## src/rtl/mul_seq_if.sv

```systemverilog
// Operand/result handshake bundle for mul_seq.
// slave = multiplier side, master = producer/consumer side.
interface mul_seq_if #(
  parameter int DATAWIDTH = 8
);
  logic [DATAWIDTH-1:0]   a;
  logic [DATAWIDTH-1:0]   b;
  logic                   in_valid;
  logic                   in_ready;
  logic [2*DATAWIDTH-1:0] prod;
  logic                   out_valid;
  logic                   out_ready;

  modport slave (
    input  a, b, in_valid, out_ready,
    output in_ready, prod, out_valid
  );

  modport master (
    output a, b, in_valid, out_ready,
    input  in_ready, prod, out_valid
  );
endinterface

```

## src/rtl/mul_seq.sv

```systemverilog
// Radix-2 shift-add sequential multiplier, one multiplier bit per clock, full 2W product.
// MUL_SEQ_SIGNED_EN: two's-complement operands via sign/magnitude around the unsigned core.
//
// state | meaning
// IDLE  | in_ready=1, waiting for operands
// BUSY  | DATAWIDTH shift-add iterations, last one writes prod
// DONE  | out_valid=1, prod held until out_ready
module mul_seq #(
  parameter int DATAWIDTH = 8,
  parameter int CNTWIDTH  = $clog2(DATAWIDTH+1)
) (
  input logic      Clk,
  input logic      Rst_n,
  mul_seq_if.slave bus
);
  localparam int PW = 2*DATAWIDTH;
  localparam logic [CNTWIDTH-1:0] LP_LAST = CNTWIDTH'(DATAWIDTH-1);

  typedef enum logic [1:0] {IDLE, BUSY, DONE} state_t;

  state_t               r_state;
  logic [PW-1:0]        r_mcand;
  logic [PW-1:0]        r_acc;
  logic [PW-1:0]        r_prod;
  logic [DATAWIDTH-1:0] r_mplier;
  logic [CNTWIDTH-1:0]  r_cnt;
  logic                 r_in_ready;
  logic                 r_out_valid;

  logic [PW-1:0]        w_acc_next;
  logic [PW-1:0]        w_result;
  logic [DATAWIDTH-1:0] w_a_load;
  logic [DATAWIDTH-1:0] w_b_load;

  assign w_acc_next = r_acc + (r_mplier[0] ? r_mcand : '0);

`ifdef MUL_SEQ_SIGNED_EN
  logic r_neg;

  // The most-negative value negates to itself, which read unsigned is its exact magnitude.
  assign w_a_load = bus.a[DATAWIDTH-1] ? -bus.a : bus.a;
  assign w_b_load = bus.b[DATAWIDTH-1] ? -bus.b : bus.b;
  assign w_result = r_neg ? -w_acc_next : w_acc_next;

  always_ff @(posedge Clk or negedge Rst_n) begin
    if (!Rst_n)
      r_neg <= 1'b0;
    else if (r_state == IDLE && bus.in_valid)
      r_neg <= bus.a[DATAWIDTH-1] ^ bus.b[DATAWIDTH-1];
  end
`else
  assign w_a_load = bus.a;
  assign w_b_load = bus.b;
  assign w_result = w_acc_next;
`endif

  always_ff @(posedge Clk or negedge Rst_n) begin
    if (!Rst_n) begin
      r_state     <= IDLE;
      r_mcand     <= '0;
      r_acc       <= '0;
      r_prod      <= '0;
      r_mplier    <= '0;
      r_cnt       <= '0;
      r_in_ready  <= 1'b1;
      r_out_valid <= 1'b0;
    end else begin
      case (r_state)
        IDLE: begin
          if (bus.in_valid) begin
            r_mcand    <= PW'(w_a_load);
            r_mplier   <= w_b_load;
            r_acc      <= '0;
            r_cnt      <= '0;
            r_in_ready <= 1'b0;
            r_state    <= BUSY;
          end
        end
        BUSY: begin
          r_acc    <= w_acc_next;
          r_mcand  <= r_mcand << 1;
          r_mplier <= r_mplier >> 1;
          r_cnt    <= r_cnt + CNTWIDTH'(1);
          if (r_cnt == LP_LAST) begin
            r_prod      <= w_result;
            r_out_valid <= 1'b1;
            r_state     <= DONE;
          end
        end
        DONE: begin
          if (bus.out_ready) begin
            r_out_valid <= 1'b0;
            r_in_ready  <= 1'b1;
            r_state     <= IDLE;
          end
        end
        default: begin
          r_out_valid <= 1'b0;
          r_in_ready  <= 1'b1;
          r_state     <= IDLE;
        end
      endcase
    end
  end

  assign bus.in_ready  = r_in_ready;
  assign bus.out_valid = r_out_valid;
  assign bus.prod      = r_prod;
endmodule

```

## src/flat_wrapper.sv

```systemverilog
// flat-port wrapper written by rule: the top's interface ports become plain ports
module mul_seq_flat 
#(
  parameter int DATAWIDTH = 8,
  parameter int CNTWIDTH  = $clog2(DATAWIDTH+1)
)
  (Clk, Rst_n, bus_a, bus_b, bus_in_valid, bus_out_ready, bus_in_ready, bus_prod, bus_out_valid);
  mul_seq_if #(.DATAWIDTH(DATAWIDTH)) bus_i ();
  input logic Clk;
  input logic Rst_n;
  input wire logic [$bits(bus_i.a)-1:0] bus_a;
  input wire logic [$bits(bus_i.b)-1:0] bus_b;
  input wire logic [$bits(bus_i.in_valid)-1:0] bus_in_valid;
  input wire logic [$bits(bus_i.out_ready)-1:0] bus_out_ready;
  output wire logic [$bits(bus_i.in_ready)-1:0] bus_in_ready;
  output wire logic [$bits(bus_i.prod)-1:0] bus_prod;
  output wire logic [$bits(bus_i.out_valid)-1:0] bus_out_valid;
  assign bus_i.a = bus_a;
  assign bus_i.b = bus_b;
  assign bus_i.in_valid = bus_in_valid;
  assign bus_i.out_ready = bus_out_ready;
  assign bus_in_ready = bus_i.in_ready;
  assign bus_prod = bus_i.prod;
  assign bus_out_valid = bus_i.out_valid;
  mul_seq #(.DATAWIDTH(DATAWIDTH), .CNTWIDTH(CNTWIDTH)) u_core (.Clk(Clk), .Rst_n(Rst_n), .bus(bus_i));
endmodule
```

## config.mk

```make
export PLATFORM = sky130hd
export DESIGN_NAME = mul_seq_flat
export DESIGN_NICKNAME = d
export VERILOG_FILES = /design/src/rtl/mul_seq_if.sv /design/src/rtl/mul_seq.sv /design/src/flat_wrapper.sv
export SDC_FILE = /design/constraint.sdc
export NUM_CORES = 1
export LEC_CHECK = 0
export BUFFER_PORTS_ARGS = -buffer_cell sky130_fd_sc_hd__buf_4
export CAP_MARGIN = 20
export CORE_MARGIN = 2
export CORE_UTILIZATION = 55
export CTS_BUF_LIST = sky130_fd_sc_hd__clkbuf_4 sky130_fd_sc_hd__clkbuf_8
export CTS_CLUSTER_SIZE = 24
export DETAILED_ROUTE_END_ITERATION = 10
export PLACE_DENSITY_LB_ADDON = 0.3
export SYNTH_ARGS = -nofsm -noshare
export SYNTH_HDL_FRONTEND = slang
export SYNTH_SLANG_ARGS = --single-unit
```

## constraint.sdc

```tcl
create_clock -name Clk -period 2.4 [get_ports Clk]
set_input_delay 0.36 -clock Clk [delete_from_list [all_inputs] [get_ports Clk]]
set_output_delay 0.36 -clock Clk [all_outputs]
set_load 0.005 [all_outputs]
```

==> impl_results.md <==
* Period utilisation layout at 1.04
* Number of port buffers at 37
* Net count after synthesis at 404
* Clk sinks at 64
* Layout Cells excl Fill at 512
* Maxcap violations at 0
* Hold Path Class: input port to async pin
* Largest net degree at the start of global routing at 65
* Leakage component of the power at between 0.002 and 0.0025 uW
* Clk_lat worst skew at 0.34 ns
* Tmin final at between 2 and 2.5 ns
* Layout area overhead at 27.8%
* Post-Place Cells at 487
* Seq pwr share at 0.375
* Seq/Total Area, Yosys at 0.459
* PD cells at 1140 mW/mm^2
* Clock buffer depth at 2
* Root Buffer Master: clkbuf_8
* Crit start category: flip-flop
* Final Max Slew Viols at 0
* Post-Syn Area at between 0.003 and 0.004 sq mm
* RSZ-0062 raised after global routing: yes
* CP Capture Type: flip-flop
* H-tree levels at 3
* Number of antenna violations at the first check in global routing at 0
* Clk_skew at about 0.010 ns
* Critical Path Fanout Max at 7
* Synth warnings at 0
* Cell variety after synth at 51
* Slew headroom at 0.460
* Pint at 3050 uW
* Antenna cells at 0
* Arrival time at the worst endpoint at 2.70 ns
* I/O Pins at 38
* Setup TNS Final at -0.233 ns
* Row cnt at 29
* Final WL at around 9.4 mm
* Synth area leaders: dfrtp_1, nand2_1, ha_1, a22o_1, and2_1
* Mapped Cells at about 370
* Tightest Pin Transition at just over 0.8 ns
* Main synth FF type: dfrtp_1
* Final net count at between 400 and 500
* Gate power share at 0.451
* Final Hold Viols at 0
* FMAX at 400 MHz
* Drt drc at 0
* Sw power at 2020 uW
* Peak VDD IR at 700 uV
* Congestion Overflow GR at 0
* Antenna viol nets, final at 0
* Net Sw Frac at 0.399
* Num CTS Buffers at 9
* Share of total power in the clock network at 0.174
* First-pass GRT wire length at roughly 15 mm
* Run status: finished with violations
* Placer Congestion at 0.881
* Post-synth top area share at 0.452
* Layout cells sized above 1 at 0.301
* Post-synth EDFFs at 0
* Seq cells post-synth at between 60 and 70
* Failing checks: setup timing
* Vias after detailed routing at 3078
* Die width at approximately 84 um
* Synthesized area per cell at approximately 9.5 sq um
* CP required at about 2.6 ns
* Initial Util at 0.559
* Total track usage at 0.262
* Hpwl dp at ~5.7 mm
* DRT iter0 DRCs at 196
* Routed length per instance at 18.4 um
* Vias in the first global route at 3057
* Ys async rst share at 1.00
* Core area at 0.00624 sq mm
* Final WS setup at -0.0981 ns
* TritonRoute pass-1 iters at 4
* Clock-pin slew on the worst setup and hold paths at 0.07 ns
* Die area at 0.00700 sq mm
* Power after layout at 5070 uW
* Final setup violation count at 4
* Vias per inst at 6.01
* CTS tree: yes
* Area leader, netlist: dfrtp_1
* Die Ht at 83.7 um
* Crit Path Class: flip-flop to flip-flop
## layout make-up
| type | count | area (sq um) |
|---|---|---|
| Fill cell | 448 | 1780 |
| Timing Repair Buffer | 70 | 529 |
| Tap cell | 77 | 96.3 |
| Inverter | 6 | 22.5 |
| Multi-Input combinational cell | 279 | 2020 |
| Sequential cell | 64 | 1600 |
| Clock inverter | 3 | 17.5 |
| Clock buffer | 13 | 166 |
## critical path, stage by stage (launching register included)
cell	delay, ns
dfrtp_2	0.45
and2_4	0.16
ha_4	0.16
fa_2	0.34
a21o_1	0.20
nand3_2	0.12
a31oi_4	0.10
a311oi_2	0.32
buf_4	0.17
nor3b_2	0.04
a31oi_1	0.20
o22ai_1	0.10
## stage by stage
step,utilization,instance area (sq um),hold WS (ns),worst slack (ns)
after floorplan,-,3500,0.0644,0.00371
final,0.714,4460,0.108,-0.0981
after detailed placement,0.639,3990,0.464,-0.208
after global routing,0.714,4460,0.174,-0.198
after global placement,0.639,3990,0.454,-0.156
after CTS,0.680,4240,0.141,-0.0305
## path summary, 6_finish.rpt
path | startpoint | slack, ns | end | cells past startpoint
max | u_core.r_mplier[0] | -0.1 | u_core.bus.prod[14] | 11
min | Rst_n | 0.11 | u_core.r_acc[12] | 1
max reg2reg | u_core.r_mplier[0] | -0.1 | u_core.bus.prod[14] | 11
min reg2reg | u_core.bus.prod[7] | 0.48 | u_core.bus.prod[7] | 2
max in group asynchronous | Rst_n | 1.71 | u_core.r_mplier[0] | 1
min in group Clk | bus_out_ready | 0.26 | u_core.bus.in_ready | 3
## logic make-up (layout without fill, tap and decap cells)
family	count (synthesis)	in the layout	share of synthesized area
AOI/OAI and AO/OA	116	116	0.229
xor gates and xnor gates	12	12	0.0301
adders and majority gates	17	17	0.0631
buffers and inverters	24	92	0.0262
DFF	64	64	0.459
muxes	4	4	0.0125
and+or+nand+nor	130	130	0.180
## metal layers
metal,share of wire,GRT usage
met4,0.028,0.107
met2,0.51,0.437
met1,0.42,0.340
met5,0,0
met3,0.042,0.0425
## placed cells by master, fill, tap and decap left out, types with 3 or more instances in the layout
master / synthesis / layout
ha_1: 16 / 4
ha_4: 0 / 11
dfrtp_1: 63 / 62
clkbuf_8: 0 / 11
a21oi_1: 19 / 16
a22o_1: 21 / 21
nor2_1: 14 / 13
a31oi_1: 15 / 15
inv_1: 5 / 5
o21ai_0: 24 / 24
buf_4: 0 / 69
a21oi_2: 3 / 5
o21ai_1: 8 / 8
xnor2_1: 10 / 10
a21o_1: 3 / 3
nand4_1: 3 / 3
and2_1: 29 / 27
nand2_1: 66 / 65
mux2_2: 3 / 3
## cell usage after synthesis (5+ instances only)
| cell | number |
|---|---|
| ha_1 | 16 |
| xnor2_1 | 10 |
| a31oi_1 | 15 |
| nor2_1 | 14 |
| a22o_1 | 21 |
| and2_1 | 29 |
| nand2_1 | 66 |
| clkbuf_1 | 17 |
| o21ai_1 | 8 |
| o21ai_0 | 24 |
| dfrtp_1 | 63 |
| a21oi_1 | 19 |
| inv_1 | 5 |
## flip-flops by register name, indices dropped and copies added, names as in the netlist
signal and count:
u_core.r_mplier 8, u_core.bus.prod 16, u_core.bus.out_valid 1, u_core.r_state 2, u_core.r_mcand 16, u_core.bus.in_ready 1, u_core.r_cnt 4, u_core.r_acc 16
## timing repair
action / 4_1_cts / 5_1_grt
buffers inserted: 4 / 5
gates resized for setup: 9 / 24
pin swaps: 6 / 16
endpoints found under the setup margin: 5 / 11
hold buffers: 0 / 0
## power by group through the flow
stage	Clock (uW)	Combinational (uW)	Sequential, uW
5_1_grt	923	2520	1940
4_1_cts	884	2100	1860
3_3_place_gp	0	1980	1840
3_5_place_dp	0	2050	1860
6_report	884	2290	1900
2_1_floorplan	0	1370	1740
No activity file was read; power rests on OpenSTA's default activity.
